**src/rtl/core_pkg.sv**
```systemverilog
// Shared core types and constants for the front end.
package core_pkg;
  localparam int ADDR_W = 32;
  localparam int INSTR_BYTES = 4;
  localparam logic [ADDR_W-1:0] RESET_PC_DEFAULT = 32'h0000_0000;

  typedef logic [ADDR_W-1:0] addr_t;

  typedef enum logic [1:0] {
    S_REQ,
    S_WAIT,
    S_FULL
  } fetch_state_t;
endpackage

```
**src/rtl/fetch_stage.sv**
```systemverilog
// Instruction fetch stage: owns the PC, issues one word fetch at a time and
// holds the returned instruction for decode until it is accepted or squashed.
module fetch_stage
  import core_pkg::*;
#(
  parameter int XLEN = ADDR_W,
  parameter logic [XLEN-1:0] RESET_PC = XLEN'(RESET_PC_DEFAULT)
) (
  input  logic            clk,
  input  logic            rst_n,
  input  logic            redirect,
  input  logic [XLEN-1:0] new_pc,
  input  logic            stall,
  output logic            imem_req_valid,
  output logic [XLEN-1:0] imem_req_addr,
  input  logic            imem_req_ready,
  input  logic            imem_rsp_valid,
  input  logic [XLEN-1:0] imem_rsp_data,
  output logic            if_valid,
  output logic [XLEN-1:0] if_instr,
  output logic [XLEN-1:0] if_pc,
  output logic [XLEN-1:0] if_pc_4,
  input  logic            if_ready
);

  // Handshakes: a request transfers when imem_req_valid && imem_req_ready,
  // a decode transfer when if_valid && if_ready; imem_rsp_valid is a one-cycle
  // pulse with no back-pressure and is only meaningful in S_WAIT.

  localparam logic [XLEN-1:0] STEP = XLEN'(INSTR_BYTES);

  fetch_state_t    state, state_next;
  logic [XLEN-1:0] pc, req_pc;
  logic [XLEN-1:0] out_instr, out_pc, out_pc_4;
  logic            drop, drop_next;
  logic            req_fire, xfer, rsp_take;
  logic            unused_new_pc_low;

  assign unused_new_pc_low = ^new_pc[1:0];

  // rst_n gates the request so nothing is offered while reset is held.
  assign imem_req_valid = rst_n && (state == S_REQ) && !stall && !redirect;
  assign imem_req_addr  = {pc[XLEN-1:2], 2'b00};
  assign req_fire       = imem_req_valid && imem_req_ready;

  assign if_valid = (state == S_FULL);
  assign if_instr = out_instr;
  assign if_pc    = out_pc;
  assign if_pc_4  = out_pc_4;
  assign xfer     = if_valid && if_ready;

  assign rsp_take = (state == S_WAIT) && imem_rsp_valid && !drop && !redirect;

  always_comb begin
    state_next = state;
    drop_next  = drop;
    case (state)
      S_REQ: begin
        if (req_fire) state_next = S_WAIT;
      end
      S_WAIT: begin
        if (imem_rsp_valid) begin
          state_next = rsp_take ? S_FULL : S_REQ;
          drop_next  = 1'b0;
        end else if (redirect) begin
          drop_next = 1'b1;
        end
      end
      S_FULL: begin
        if (redirect || xfer) state_next = S_REQ;
      end
      default: state_next = S_REQ;
    endcase
  end

  always_ff @(posedge clk or negedge rst_n) begin
    if (!rst_n) begin
      state <= S_REQ;
      drop  <= 1'b0;
    end else begin
      state <= state_next;
      drop  <= drop_next;
    end
  end

  // Redirect wins over the increment; a fire cannot coincide with it anyway.
  always_ff @(posedge clk or negedge rst_n) begin
    if (!rst_n) begin
      pc     <= RESET_PC;
      req_pc <= '0;
    end else begin
      if (redirect) begin
        pc <= {new_pc[XLEN-1:2], 2'b00};
      end else if (req_fire) begin
        pc <= pc + STEP;
      end
      if (req_fire) req_pc <= pc;
    end
  end

  always_ff @(posedge clk or negedge rst_n) begin
    if (!rst_n) begin
      out_instr <= '0;
      out_pc    <= '0;
      out_pc_4  <= '0;
    end else if (rsp_take) begin
      out_instr <= imem_rsp_data;
      out_pc    <= req_pc;
      out_pc_4  <= req_pc + STEP;
    end
  end

endmodule

```
**config.mk**
```make
export PLATFORM = sky130hd
export DESIGN_NAME = fetch_stage
export DESIGN_NICKNAME = d
export VERILOG_FILES = /design/src/rtl/core_pkg.sv /design/src/rtl/fetch_stage.sv
export SDC_FILE = /design/constraint.sdc
export NUM_CORES = 1
export LEC_CHECK = 0
export CORE_MARGIN = 4
export CORE_UTILIZATION = 60
export DETAILED_ROUTE_END_ITERATION = 6
export DONT_BUFFER_PORTS = 1
export HOLD_SLACK_MARGIN = 0.1
export MAX_ROUTING_LAYER = met4
export PLACE_DENSITY = 0.76
export SLEW_MARGIN = 10
export SYNTH_ARGS = -nofsm -noshare
export SYNTH_HDL_FRONTEND = slang
export SYNTH_SLANG_ARGS = --single-unit
```
**constraint.sdc**
```tcl
create_clock -name clk -period 3.6 [get_ports clk]
set_input_delay 0.72 -clock clk [delete_from_list [all_inputs] [get_ports clk]]
set_output_delay 0.72 -clock clk [all_outputs]
set_load 0.005 [all_outputs]
```
### Word-level counts from Yosys, hierarchy flattened

Index checks and enable logic that the tools add are counted.

| cells by class | value |
|---|---|
| $add $sub $neg | 2 |
| eq/ne operators | 5 |
| multiplexer cells | 9 |
| reductions and logical operators | 17 |

Operators by type and width:

| operator | count |
|---|---|
| adder 32 x 3 -> 32 bit, second input constant | 2 |
| two-way mux 32 bit | 2 |
| logical AND 1 bit | 8 |
| two-way mux 2 bit | 4 |
| one-hot mux 2 bit (3 select lines) | 1 |
| inequality test 2 bit, second input constant | 2 |
| nonzero test 2 bit | 2 |
| logical NOT 1 bit | 3 |
| AND reduction 3 bit | 1 |
| == test 2 x 1 -> 1 bit, second input constant | 1 |
| == test 2 bit, second input constant | 1 |
| logical NOT 2 bit | 1 |
| two-way mux 1 bit | 2 |
| inequality test 2 x 1 -> 1 bit, second input constant | 1 |
| AND reduction 2 bit | 1 |
| logical OR 1 bit | 1 |

| word-level totals | value |
|---|---|
| register bits after elaboration | 163 |

### Depth between registers and ports, before layout

| logic depth | value |
|---|---|
| word-level depth | 7 |
| gate-level depth with buffers | 7 |
| depth with buffers taken out | 6 |

### Worst setup path after synthesis

OpenSTA, ideal clock, no wires.

| timing | value |
|---|---|
| path type | input -> register |
| from | input port redirect |
| to | register pc[29] |
| library setup time | 127 ps |
| arrival | 1874 ps |
| data required time | 3473 ps |
| setup slack | 1598 ps |
| stages | 6 |
| path through | nor4b_2 -> and2_1 -> buf_4 -> and3_1 -> nand4_1 -> mux2_1 |

| between the ends | value |
|---|---|
| longest elaborated chain between the ends | 4 |

Ends and longest elaborated chain:

| element | line | source |
|---|---|---|
| start: declaration | fetch_stage.sv:11 | `input logic redirect,` |
| logical NOT 1 bit | fetch_stage.sv:42 | `assign imem_req_valid = rst_n && (state == S_REQ) && !stall && !redirect;` |
| logical AND 1 bit | fetch_stage.sv:42 |  |
| logical AND 1 bit | fetch_stage.sv:44 | `assign req_fire = imem_req_valid && imem_req_ready;` |
| nonzero test 2 bit (no line) | - |  |
| end signal: assignment | fetch_stage.sv:93 | `pc <= {new_pc[XLEN-1:2], 2'b00};` |
| end signal: assignment | fetch_stage.sv:95 | `pc <= pc + STEP;` |
| end: declaration | fetch_stage.sv:33 | `logic [XLEN-1:0] pc, req_pc;` |

Parallel ways exist; a longest one is shown, timed or not.
A chain may end at the register's enable or synchronous reset.

### Worst setup path in the final report

| timing | value |
|---|---|
| from | register state[1] |
| to | register pc[17] |

| between the ends | value |
|---|---|
| longest elaborated chain between the ends | 6 |

Ends and longest elaborated chain:

| element | line | source |
|---|---|---|
| start: declaration | fetch_stage.sv:32 | `fetch_state_t state, state_next;` |
| start signal: assignment | fetch_stage.sv:81 | `state <= state_next;` |
| logical NOT 2 bit | fetch_stage.sv:42 |  |
| logical AND 1 bit (3 in a row) | fetch_stage.sv:42 |  |
| logical AND 1 bit | fetch_stage.sv:44 |  |
| nonzero test 2 bit (no line) | - |  |

Every way passes these cells.

==> results.yml <==
synthesis:
  syn_inst: 658
  synth_common_cells: "155 x dfrtp_1, 153 x nand2_1, 64 x mux2_2"
  yosys.area_share.simple: 0.185
  synthMuxAreaShare: 0.108
  ys_seq_area_frac: 0.558
  synth_compound_area_frac: 0.0729
  synth_cell_types: 42
  synth_top_area_cell: "dfrtp_1"
  synth.top_cell.area_share: 0.558
  synthAdderAreaFrac: 0.00360
  synth_top_family_by_area: "simple AND/OR/NAND/NOR gates"
  syn_area_sq_mm: 0.00695
  synth_edf_count: 0
  synth.avg_cell_area_sq_um: 10.6
  async_reset_ff_frac: 1.00
  yosysMostFrequentCell: "dfrtp_1"
  synth_flop_cell: "dfrtp_1"
  synthTopCellsByArea: "dfrtp_1 56%, mux2_2 10%, nand2_1 8.3%"
  synth_xor_area_frac: 0.0390
  synth-seq-cells: 155
  yosysWarningCount: 0
timing:
  fin_crit_sh: 0.731
  hold_violations: 8
  period_needed_ns: 2.63
  whs_ns: -0.00344
  fin_setup_tns_ns: 0
  clock_skew_ns: 0.00816
  fmax_mhz: 380
  slew_headroom: 0.320
  rsz0062_at_grt: "false"
  setup_viol: 0
  tightest_slew_ns: 1.02
  final_max_slew_viol_count: 0
clock_network:
  clkSinkCount: 155
  numCtsBuffers: 17
  cts_tree: "yes"
  ctsHtreeMaxLevel: 4
  post_cts_resized: 0
  postCtsSetupRepairBufs: 0
  clock-root-buffer: "clkbuf_16"
  clk_path_buf_depth: 2
  clk_pin_slew_ns: 0.06
  clkLatencyLatePin_ns: 0.42
drt:
  drt_iter0_drc: 414
  dr.pass1.iters: 5
  route.detailed.drc: 0
  wire_per_inst_um: 19.9
  avgViaCountPerCell: 6.08
  ant_nets: 0
  drt_wl_total_mm: 16.0
  via_count: 4888
setup_path:
  crit_chain: "nor4b_2, and2_1, nor2_1, a22oi_1, o211ai_1"
  slowest_delay_ns: 0.68
  critical-path-slowest-cell: "and2_1"
  end_kind: "flip-flop"
  cp_max_fo: 19
  cp_data_required_time_ns: 3.87
  critical_path_class: "flip-flop to flip-flop"
  cp-start-kind: "flip-flop"
  cp_data_arrival_time_ns: 2.90
finish:
  synthToLayoutAreaGrowth_pct: 9.77
  antenna_cells: 0
  drive_above_1_share: 0.165
  nFillCells: 878
  final_net_count: 722
  stdcell_count: 804
job:
  cap_viol_max_count: 0
global_route:
  grt_overflow: 0
  grt_max_degree: 157
  antenna_found_initial: 0
  first_global_vias: 4717
  grt_pass1_wl_mm: 24.8
  grt.total_usage: 0.248
place:
  dp.cells: 773
  dp_hpwl_mm: 11.3
  gp_congestion: 0.854
  io_buffers: 0
floorplanning:
  core_area_sq_mm: 0.0114
  rows: 39
  ios: 201
  dieArea_sq_mm: 0.0134
  initial_core_util: 0.612
  die_h_um: 116
  die_x_um: 116
status:
  status: "complete, but fails checks"
  violations: "hold timing"
pwr:
  powerDensity_mw_per_mm2: 653
  p_leak_nw: 3.48
  fin_total_pwr_w: 0.00498
  ir_drop_uv: 431
hold_path:
  hp-class: "input port to async pin"
## final timing paths
check	start	end	slack, ns	cells after the start
max in group asynchronous	rst_n	req_pc[17]$_DFFE_PN0P_	3.44	0
max reg2reg	state[1]$_DFFE_PN0P_	pc[17]$_DFFE_PN0P_	0.97	5
max	state[1]$_DFFE_PN0P_	pc[17]$_DFFE_PN0P_	0.97	5
min	rst_n	if_instr[16]$_DFFE_PN0P_	-0.003	0
min reg2reg	if_pc_4[25]$_DFFE_PN0P_	if_pc_4[25]$_DFFE_PN0P_	0.51	2
min in group clk	if_ready	state[1]$_DFFE_PN0P_	0.38	1
## power breakdown
part,internal (W),total [W],switching (W)
Sequential,0.00217,0.00265,0.000483
Clock,0.00114,0.00179,0.000653
Combinational,0.000305,0.000537,0.000232
## logic make-up (layout without fill, tap and decap cells)
logic type                 Yosys count  after routing
and+or+nand+nor                    270            270
xor gates and xnor gates            31             31
other                                1              6
muxes                               67             67
adders and majority gates            2              2
buffers and inverters               48             46
DFF                                155            155
AOI/OAI and AO/OA                   84             84
## state kept, by name, summed over array words and instances (netlist names)
register,count
state,2
if_pc_4,30
if_pc,30
if_instr,32
pc,30
req_pc,30
drop,1
## critical path, delay by kind of cell, from the launching register on
family | cells | cell delay [ns]
AO/OA/AOI/OAI | 2 | 0.41
flip-flops | 1 | 0.40
AND/OR/NAND/NOR | 3 | 1.67
## stage by stage
stage          area [sq um]  setup slack (ns)   util  hold WS, ns
6_report               7630             0.967  0.671     -0.00344
5_1_grt                7630             0.847  0.671      -0.0275
2_1_floorplan          6970              1.60      -        0.424
4_1_cts                7630              1.04  0.671      -0.0185
3_3_place_gp           7030             0.830  0.618        0.428
3_5_place_dp           7030             0.772  0.618        0.428
## layer usage
layer	up-vias	global-route usage	share of wire
li1	2261	-	-
met1	2377	0.326	0.42
met2	227	0.367	0.46
met3	23	0.0757	0.10
met4	0	0.0944	0.017
met5	-	-	0
## final cells by class
class	count	area (sq um)	area share
inverters	10	37.5	0.00492
clock inverters	7	85.1	0.0111
flip-flops and latches	155	3880	0.508
well taps	143	179	0.0234
multi-input cells	460	2880	0.377
clock buffers	24	522	0.0683
repair buffers	5	50.0	0.00656
## cell usage in the layout (no fill, tap or decap), drive strengths merged, types with 4 or more instances in the layout
| cell | count |
|---|---|
| dfrtp | 155 |
| inv | 10 |
| nor2b | 4 |
| nand3 | 35 |
| xor2 | 21 |
| mux2 | 66 |
| nor4 | 7 |
| conb | 6 |
| xnor2 | 10 |
| nand2 | 153 |
| o311ai | 4 |
| or3 | 9 |
| nor2 | 21 |
| o21ai | 50 |
| clkbuf | 24 |
| and3 | 7 |
| nand4 | 24 |
| clkinv | 5 |
| a22oi | 7 |
| buf | 5 |
| o211ai | 11 |
(Power assumes the default switching activity.)
